File: config.mk
export PLATFORM = sky130hd
export DESIGN_NAME = seg_scan_mux
export DESIGN_NICKNAME = d
export VERILOG_FILES = /design/src/rtl/seg_scan_mux.sv
export SDC_FILE = /design/constraint.sdc
export NUM_CORES = 1
export LEC_CHECK = 0
export ABC_AREA = 1
export CAP_MARGIN = 40
export CORE_UTILIZATION = 53
export CTS_BUF_LIST = sky130_fd_sc_hd__clkbuf_2 sky130_fd_sc_hd__clkbuf_4 sky130_fd_sc_hd__clkbuf_8
export CTS_CLUSTER_DIAMETER = 30
export CTS_CLUSTER_SIZE = 28
export DETAILED_ROUTE_END_ITERATION = 10
export PLACE_DENSITY = 0.85
export RECOVER_POWER = 25
export SLEW_MARGIN = 15
export SYNTH_ARGS = -nofsm -noshare
export SYNTH_HDL_FRONTEND = slang
export SYNTH_SLANG_ARGS = --single-unit
File: constraint.sdc
create_clock -name clk -period 2.5 [get_ports clk]
set_input_delay 0.375 -clock clk [delete_from_list [all_inputs] [get_ports clk]]
set_output_delay 0.375 -clock clk [all_outputs]
set_load 0.03 [all_outputs]
File: src/rtl/seg_scan_mux.sv
// Multiplexed 7-segment scanner: prescaled or manual channel selection,
// hex decode with per-channel blanking, registered segment/anode drive.
module seg_scan_mux #(
    parameter int unsigned CHANNELS = 4,
    parameter int unsigned DATA_W   = 4,
    parameter int unsigned PRESCALE = 100000,
    localparam int unsigned SEL_W   = (CHANNELS > 1) ? $clog2(CHANNELS) : 1
) (
    input  logic                         clk,
    input  logic                         rst,
    input  logic [CHANNELS*DATA_W-1:0]   din,
    input  logic                         mode,
    input  logic [SEL_W-1:0]             sel_in,
    input  logic [CHANNELS-1:0]          blank_mask,
    output logic [6:0]                   seg,
    output logic [CHANNELS-1:0]          an,
    output logic [SEL_W-1:0]             cur_sel,
    output logic                         step
);

    localparam int unsigned CNT_W = $clog2(PRESCALE);

    logic [CNT_W-1:0]    cnt;
    logic                term;
    logic                sel_valid;
    logic [DATA_W-1:0]   digit_c;
    logic [3:0]          nibble_c;
    logic                blank_c;
    logic [CHANNELS-1:0] an_c;
    logic [6:0]          seg_c;

    assign term      = (cnt == CNT_W'(PRESCALE - 1));
    assign step      = term & ~mode;
    assign sel_valid = ({1'b0, sel_in} < (SEL_W + 1)'(CHANNELS));

    // Prescaler: parked at zero in manual mode so auto scan restarts a full period later
    always_ff @(posedge clk or posedge rst) begin
        if (rst) begin
            cnt <= '0;
        end else if (mode || term) begin
            cnt <= '0;
        end else begin
            cnt <= cnt + CNT_W'(1);
        end
    end

    always_ff @(posedge clk or posedge rst) begin
        if (rst) begin
            cur_sel <= '0;
        end else if (mode) begin
            if (sel_valid) begin
                cur_sel <= sel_in;
            end
        end else if (step) begin
            cur_sel <= (cur_sel == SEL_W'(CHANNELS - 1)) ? '0 : cur_sel + SEL_W'(1);
        end
    end

    // Channel mux and anode pattern for the current selection
    always_comb begin
        digit_c  = '0;
        blank_c  = 1'b0;
        an_c     = '1;
        nibble_c = '0;
        for (int k = 0; k < CHANNELS; k++) begin
            if (cur_sel == SEL_W'(k)) begin
                digit_c  = din[k*DATA_W +: DATA_W];
                blank_c  = blank_mask[k];
                an_c[k]  = 1'b0;
            end
        end
        nibble_c[DATA_W-1:0] = digit_c;
    end

    // Active-low hex font, bit order {g,f,e,d,c,b,a}
    always_comb begin
        seg_c = 7'b1111111;
        case (nibble_c)
            4'h0: seg_c = 7'b1000000;
            4'h1: seg_c = 7'b1111001;
            4'h2: seg_c = 7'b0100100;
            4'h3: seg_c = 7'b0110000;
            4'h4: seg_c = 7'b0011001;
            4'h5: seg_c = 7'b0010010;
            4'h6: seg_c = 7'b0000010;
            4'h7: seg_c = 7'b1111000;
            4'h8: seg_c = 7'b0000000;
            4'h9: seg_c = 7'b0010000;
            4'hA: seg_c = 7'b0001000;
            4'hB: seg_c = 7'b0000011;
            4'hC: seg_c = 7'b1000110;
            4'hD: seg_c = 7'b0100001;
            4'hE: seg_c = 7'b0000110;
            4'hF: seg_c = 7'b0001110;
            default: seg_c = 7'b1111111;
        endcase
    end

    always_ff @(posedge clk or posedge rst) begin
        if (rst) begin
            seg <= '1;
            an  <= '1;
        end else begin
            seg <= blank_c ? 7'b1111111 : seg_c;
            an  <= blank_c ? '1 : an_c;
        end
    end

endmodule

==> reports/summary.txt <==
Status = complete, no violations
Longest Clk Path Bufs = 2
Max-cap violations = 0
Max VDD drop = 0.3935 mV
Setup violations, final = 0
Routed Antenna Nets = 0
R2r endpoint = seg[3]
Main synth FF type = dfrtp_1
Mapped cell area = 1906 um^2
RSZ-0062 raised after global routing = false
I/O Buffers = 38
# placed instances = 338
Area post-placement = 2323 um^2
Min cycle time layout = 2.240 ns
GPL Wtd Cong = 0.9271
FF+latch count, synth = 30
Achievable frequency = 446.5 MHz
Area growth syn-to-layout = 24.82%
WL/cell = 11.21 um
Clock share of power = 18.3%
Leakage = 0.001106 uW
Crit share post-route = 89.58%
Post-CTS Hold Buffers = 0
DP HPWL = 3052 um
Fillers = 271
Clk root buf = clkbuf_4
Initial Util = 56.22%
Critical Path Fanout Max = 5
Antenna diodes = 0
Die area = 3839 um^2
Sink Count = 30
Layout Cells excl Fill = 346
Num rows = 21
Vias per Instance = 4.962
Vias = 1,717
Final core utilization = 70.17%
NumNets Final = 335
Net Sw Frac = 37.94%
Clock Latency Late Sink = 0.32 ns
Largest net degree at the start of global routing = 31
Fraction of layout cells with a size suffix above 1 = 11.33%
Ys async rst share = 100.0%
Yosys warns = 0
Worst min-delay path startpoint = cnt[0]
Endpoints failing hold = 0
CTS buffer count = 5
CP arrival = 1.86 ns
FF-to-FF Start = cur_sel[0]
Residual DRC = 0
Comb pwr share = 43.4%
Kind of critical path = flip-flop to output pin
Yosys cell types = 28
Worst Hold Depth = 1
Setup crit end kind = output pin
Hold worst-path end = cnt[0]
Sequential power share = 38.3%
Final Max Slew Viols = 0
First-pass GRT wire length = 6320 um
Clock Skew = 0.01065 ns
P_sw = 624.7 uW
Final total negative setup slack = 0 ns
Core outline area = 3390 um^2
Initial antenna violation count = 0
Crit path launch type = flip-flop
Worst hold slack = 0.4741 ns
I/O pin total = 39
EDFF count, synth = 0
Flop-to-flop setup slack = 0.39 ns
Initial DRC Count = 92
Number of global-route vias before repair = 1,573
Grt ovf = 0
Syn_nets = 292
Worst slew pin tran = 1.481 ns
R2R depth = 10
WP data required = 2.12 ns
Register area share after synthesis = 40.12%
Drt pass-1 iters = 4
Drt total wl = 3880 um
Cells after Synth = 256
Max H-tree Level = 2
Clock Pin Slew Worst Setup and Hold Paths = 0.09 ns
TritonCTS clock tree = yes
Fin area = 2379 um^2
Int Power = 1022 uW
Mean Syn Cell Area = 7.444 um^2
HP Class = flip-flop to flip-flop
Chip Width = 61.96 um
Die Y = 61.96 um
Power Dens Cells = 692.3 nW/um^2
Worst relative slew slack = 1.287%
Total GRT Usage = 22.82%
## metal layers
layer | track usage (%) | vias to the layer above | share of wire (%) | routed length, um
li1 | - | 886 | - | -
met1 | 25.76 | 771 | 43 | 1687
met2 | 39.97 | 56 | 51 | 1976
met3 | 6.004 | 4 | 5.0 | 193
met4 | 10.79 | 0 | 0.57 | 22
met5 | 0 | - | 0 | 0
## how the worst max path moves through the flow
stage / startpoint / endpoint / slack (ns) / cells past startpoint
after floorplan: cur_sel[0] / seg[3] / 0.49 / 11
after global placement: cnt[0] / step / 0.38 / 6
after detailed placement: cnt[6] / step / 0.32 / 4
after CTS: cnt[6] / step / 0.23 / 4
after global routing: cnt[6] / step / 0.09 / 4
final: cnt[0] / step / 0.26 / 6
## critical path, stage by stage, from the launching register on
cell	delay [ns]
dfrtp_1	0.39
ha_1	0.17
nand2_1	0.10
nor2_2	0.18
nand3_2	0.17
nor2_1	0.12
dlygate4sd2_1	0.41
## final cells by class
| class | count | area (um^2) | share of cell area [%] |
|---|---|---|---|
| Clock buffer | 8 | 60.06 | 2.525 |
| Inverter | 30 | 112.6 | 4.734 |
| Multi-Input combinational cell | 193 | 1001 | 42.08 |
| Sequential cell | 30 | 764.5 | 32.14 |
| Tap cell | 46 | 57.56 | 2.420 |
| Timing Repair Buffer | 39 | 382.9 | 16.10 |
## logic make-up after synthesis
group	synth area share [%]
and+or+nand+nor	36.51
adders and majority gates	7.222
DFF	40.12
AOI/OAI and AO/OA	4.662
xor gates and xnor gates	4.137
buffers and inverters	7.353
## sequential cells by signal, indices dropped and copies added, names as in the netlist
register  cells
seg           7
an            4
cur_sel       2
cnt          17
## cell usage after synthesis (2+ instances only)
cell type | instances | area share (%)
nand2_1 | 72 | 14
nor2_1 | 39 | 7.7
nand3_1 | 31 | 8.1
inv_1 | 26 | 5.1
dfrtp_1 | 19 | 25
dfstp_2 | 11 | 15
ha_1 | 11 | 7.2
xor2_1 | 9 | 4.1
a21oi_1 | 6 | 1.6
nor3_1 | 5 | 1.3
inv_2 | 4 | 0.79
nand4_1 | 3 | 0.99
o21ai_0 | 3 | 0.79
nand2_2 | 2 | 0.66
nand2_4 | 2 | 1.2
## power by group through the flow
stage	registers [uW]	clock network [uW]	logic [uW]
after global placement	636	0	700
after global routing	641	331	782
after detailed placement	642	0	711
final	631	301	714
after floorplan	792	0	314
after CTS	633	311	714
## cells in the final DEF (no fill, tap or decap), drive strengths merged
cell type,count
dfrtp,19
nor4,1
xor2,9
nor2,40
o21bai,1
o21ai,4
nand4,3
dlygate4sd2,1
nor3,6
nand2,76
a21oi,7
dlygate4sd3,1
inv,30
ha,11
dfstp,11
or2,2
clkdlybuf4s50,36
a21boi,1
nand3,32
clkbuf,9
## stage by stage
| stage | total power (uW) | worst slack (ns) |
|---|---|---|
| 2_1_floorplan | 1106 | 0.4932 |
| 3_3_place_gp | 1336 | 0.3805 |
| 3_5_place_dp | 1353 | 0.3234 |
| 4_1_cts | 1658 | 0.2298 |
| 5_1_grt | 1754 | 0.08528 |
| 6_report | 1647 | 0.2604 |
## timing repair
action                                 in CTS  in global routing
endpoints found under the hold margin       0                  0
gates resized for setup                     1                  0
buffers inserted                            0                  0
setup endpoints to repair                   1                  0
No activity file was read; power rests on OpenSTA's default activity.
==> RTL edit 1, RTL diff (config.mk and constraints unchanged) <==
`PRESCALE`: 100000 -> 400000.
--- a/src/rtl/seg_scan_mux.sv
+++ b/src/rtl/seg_scan_mux.sv
@@ -5,3 +5,3 @@
     parameter int unsigned DATA_W   = 4,
-    parameter int unsigned PRESCALE = 100000,
+    parameter int unsigned PRESCALE = 400000,
     localparam int unsigned SEL_W   = (CHANNELS > 1) ? $clog2(CHANNELS) : 1
Formal check against the unedited RTL: same outputs for any inputs over 10 cycles, from zero or initial values and one cycle with rst high; that may be too few to reach the edited logic, so the function may still have changed.
==> RTL edit 1 against the unedited design <==
- the run now ends with capacitance limit, slew limit left
- design area increased by 10%
- routed wire length increased by 23%
- synthesized cell count increased by 13%
- total power increased by 17%
- synthesized area increased by 10%
- sequential share of layout area decreased by 1.1 points
- core utilization about the same
- global-route usage increased by 2.9 points
- setup slack improved by 0.030 ns
- via count increased by 16%
- sequential cell count increased by 2
- clock power increased by 68%
==> RTL edit 1: results (changes against the unedited design) <==
[synthesis]
yosys-top-cells-area = dfrtp_1 25%, nand2_1 16%, dfstp_2 14%
syn_avg_cell_area_um2 = 7.248  ; -2.6%
synthTopCellsByCount = 88 x nand2_1, 45 x nor2_1, 32 x nand3_1
ys_types = 25  ; -11%
syn-instance-count = 290  ; +13%
syn-num-nets = 326  ; +12%

[cells_and_area]
seq_share_pct = 31.00  ; -1.1 points
reg.largest.list = cnt (19), seg (7), an (4)
clkCellAreaFrac_pct = 4.238  ; +1.7 points
layout-drive-gt1-share_pct = 11.41  ; +0.078 points
inv_count = 27  ; -10%
nonClkBufAreaFrac_pct = 15.14  ; -0.95 points
stdcell_area_um2 = 2628  ; +10%
multi_input_area_um2 = 1142  ; +14%
non_clock_buffer_count = 41  ; +5.1%
num-fill-cells = 314  ; +16%
clock_buffers = 6  ; -2
fin_nets = 368  ; +9.9%

[run_status]
status = complete, but fails checks
violations = capacitance limit, slew limit

[min_path]
min_from = cnt[17]

[pwr]
pwr-share-comb_pct = 39.3  ; -4.1 points
p_seq_mw = 0.667  ; +5.7%
internal_power_mw = 1.231  ; +20%
peakVddDrop_uv = 425.9  ; +8.2%
power_mw = 1.931  ; +17%

[detailed_routing]
wirelength_um = 4756  ; +23%
routed_via_density = 5.239  ; +5.6%
wl_met2_um = 2307  ; +17%

[cts]
clockRootBuffer = clkbuf_8
path_clk_slew_ns = 0.07  ; -0.02 ns

[global_routing]
grt_start_max_net_pins = 33  ; +6.5%
grt_use_total_pct = 25.74  ; +2.9 points
grt_pass1_wl_um = 8224  ; +30%

[placement]
place_area_um2 = 2521  ; +8.5%
detailedPlace.worstSlack_ns = 0.3338  ; +0.01040 ns

[worst_setup_path]
critPathTopFamily = buffers and inverters
worstPathArrival_ns = 1.83  ; -0.03 ns

[run]
cap_violations = 1  ; +1

[timing]
slew_viol_final = 33  ; +33

## RTL edit 1: cell count changes after synthesis, moves of 3 or more
cell	unedited run	this run
xor2_1	9	12
nor2_1	39	45
or2_2	1	6
a21oi_1	6	10
o21ai_0	3	0
nand2_1	72	88
## RTL edit 1: layer usage
layer	up-vias	track usage (%)
met5	-	0
met4	0	10.56
met3	11	7.042
met2	75	42.71
met1	918	31.19
li1	992	-
## RTL edit 1: path summary, 6_finish.rpt
| kind | end | slack, ns | cells after the start |
|---|---|---|---|
| setup reg to reg | seg[1] | 0.33 | 13 |
| hold reg to reg | cnt[17] | 0.53 | 2 |
| setup / recovery | step | 0.29 | 6 |
| hold / removal | cnt[17] | 0.53 | 2 |
| min in group asynchronous | cnt[16] | 1.08 | 3 |
| max in group asynchronous | cnt[17] | 0.46 | 3 |
## RTL edit 1: cell families after synthesis
logic type      synth area share [%]
compound gates                 2.738
xor+xnor                       5.417
simple gates                   39.64
buf+inv                        6.905
flops                          38.75
fa+ha+maj                      6.548
==> RTL edit 2, RTL diff (same flow settings) <==
Made on the original files. Remove the register `seg`: a continuous assignment takes its place, so the output `seg` follows one clock earlier.
--- a/src/rtl/seg_scan_mux.sv
+++ b/src/rtl/seg_scan_mux.sv
@@ -100,6 +100,4 @@
         if (rst) begin
-            seg <= '1;
             an  <= '1;
         end else begin
-            seg <= blank_c ? 7'b1111111 : seg_c;
             an  <= blank_c ? '1 : an_c;
@@ -108,2 +106,4 @@
 
+    assign seg = blank_c ? 7'b1111111 : seg_c;
+
 endmodule
Function: changed (a bounded check fails within 4 cycles, from zero or initial values and one cycle with rst high).
==> RTL edit 2 against the unedited design <==
- the run now ends with setup timing left
- sequential cell count is 7 lower
- routed wire length grew 63%
- global-route usage is 8.5 points higher
- first-iteration DRC count rose to 3.2 times the old value
- synthesized area is 9.4% lower
- setup slack lost 0.45 ns
- synthesized cell count is 3.9% lower
- via count is 18% higher
- critical path depth grew 7
- total power rose by 4.0%
- non-clock buffer count grew 20
- maximum frequency shrank 17%
- design area up 10%
==> RTL edit 2: results (changes against the unedited design) <==
[run_status]
status = complete, but fails checks
violations = setup timing

[placement]
gp_congestion = 0.8522  ; -8.1%
detailedPlace.worstSlack_ns = -0.03107  ; -0.3545 ns
dpl.cell_count = 328  ; -3.0%
place_area_um2 = 2136  ; -8.1%
place_hpwl_um = 2882  ; -5.6%

[timing]
fin_hold_ws_ns = 0.4169  ; -0.05715 ns
slew_headroom_pct = 46.75  ; +45 points
fin_ws_ns = -0.1885  ; -0.4489 ns
setup-tns-final_ns = -0.9968  ; -0.9968 ns
finalSetupViolCount = 7  ; +7

[detailed_routing]
vias = 2023  ; +18%
wl_per_cell_um = 18.07  ; +61%
drtIter0Drc = 292  ; +220%

[synthesis]
yosys-top-cells-area = dfrtp_1 28%, nand2_1 15%, nand3_1 8.7%
synth_xor_area_share_pct = 5.580  ; +1.4 points
synthTopCellsByCount = 70 x nand2_1, 38 x nor2_1, 30 x nand3_1
syn-num-nets = 282  ; -3.4%
ys_types = 28  ; unchanged
ys_warn_count = 0  ; unchanged
synth_fa_ha_area_share_pct = 7.971  ; +0.75 points
yosysSeqAreaShare_pct = 33.62  ; -6.5 points
syn_avg_cell_area_um2 = 7.019  ; -5.7%
synth_compound_area_share_pct = 5.000  ; +0.34 points

[global_routing]
grt_start_max_net_pins = 20  ; -35%
grt_use_total_pct = 31.32  ; +8.5 points
first_global_vias = 1778  ; +13%

[pwr]
power.switching_mw = 0.7919  ; +27%
peakVddDrop_uv = 536.4  ; +36%
total_leakage_power_nw = 1.138  ; +2.9%

[min_path]
hp-class = in2async

[cells_and_area]
stdcell_area_um2 = 2621  ; +10%
reg.largest.list = cnt (17), an (4), cur_sel (2)
finalNonFillerCells = 351  ; +1.4%
layout-drive-gt1-share_pct = 30.94  ; +20 points
fin_nets = 344  ; +2.7%
num-fill-cells = 151  ; -44%

[cts]
clock_latency_ns = 0.34  ; +0.02 ns
cts_buffers = 3  ; -2

[worst_setup_path]
worstPathArrival_ns = 2.31  ; +0.45 ns
cp_slowest_cell = dfrtp_2
worst-r2r-cell-count = 8  ; -2
reg2reg_slack_ns = 0.73  ; +0.34 ns
critical_path_peak_fanout = 6  ; +1
slowest_delay_ns = 0.51  ; +0.10 ns

==> RTL edit 2: area by class of cell <==
type	instances	share of cell area [%]
multi-input combinational	190	47.49
sequential	23	22.24
timing repair buffer	59	21.91
inverter	31	5.107
tap	44	2.100
clock buffer	3	0.8592
clock inverter	1	0.2864
==> RTL edit 2: cells by family (layout without fill, tap and decap cells) <==
kind of cell               count (synthesis)  after routing
xor gates and xnor gates                  11             11
and+or+nand+nor                          155            155
adders and majority gates                 11             11
AOI/OAI and AO/OA                         13             13
DFF                                       23             23
buffers and inverters                     33             94
==> RTL edit 2: power by group through the flow <==
stage	sequential [mW]	combinational (mW)	clock, mW
after floorplan	0.445	0.440	0
after global placement	0.416	0.682	0
after detailed placement	0.416	0.687	0
after CTS	0.414	0.869	0.185
after global routing	0.419	1.15	0.201
final	0.418	1.11	0.188
==> RTL edit 2: per-layer routing <==
metal  wire length (um)  vias up  GRT usage, %
li1                   -      898             -
met1               2421      954         38.81
met2               3097      139         50.97
met3                542       32         6.114
met4                282        0         17.69
met5                  0        -             0
==> RTL edit 2: path summary, 6_finish.rpt <==
kind,from,to
worst max register to register,cur_sel[1],an[0]
max in group asynchronous,rst,cnt[9]
worst min register to register,cnt[0],cnt[0]
min in group clk,cnt[0],cnt[0]
worst max-delay path,cur_sel[1],seg[1]
worst min-delay path,rst,cnt[1]
==> RTL edit 2: repair_timing <==
| item | CTS | global route |
|---|---|---|
| pin swaps | 19 | 24 |
| hold endpoints to repair | 0 | 0 |
| endpoints found under the setup margin | 8 | 7 |
| setup buffers | 10 | 9 |
| resized for setup | 53 | 25 |
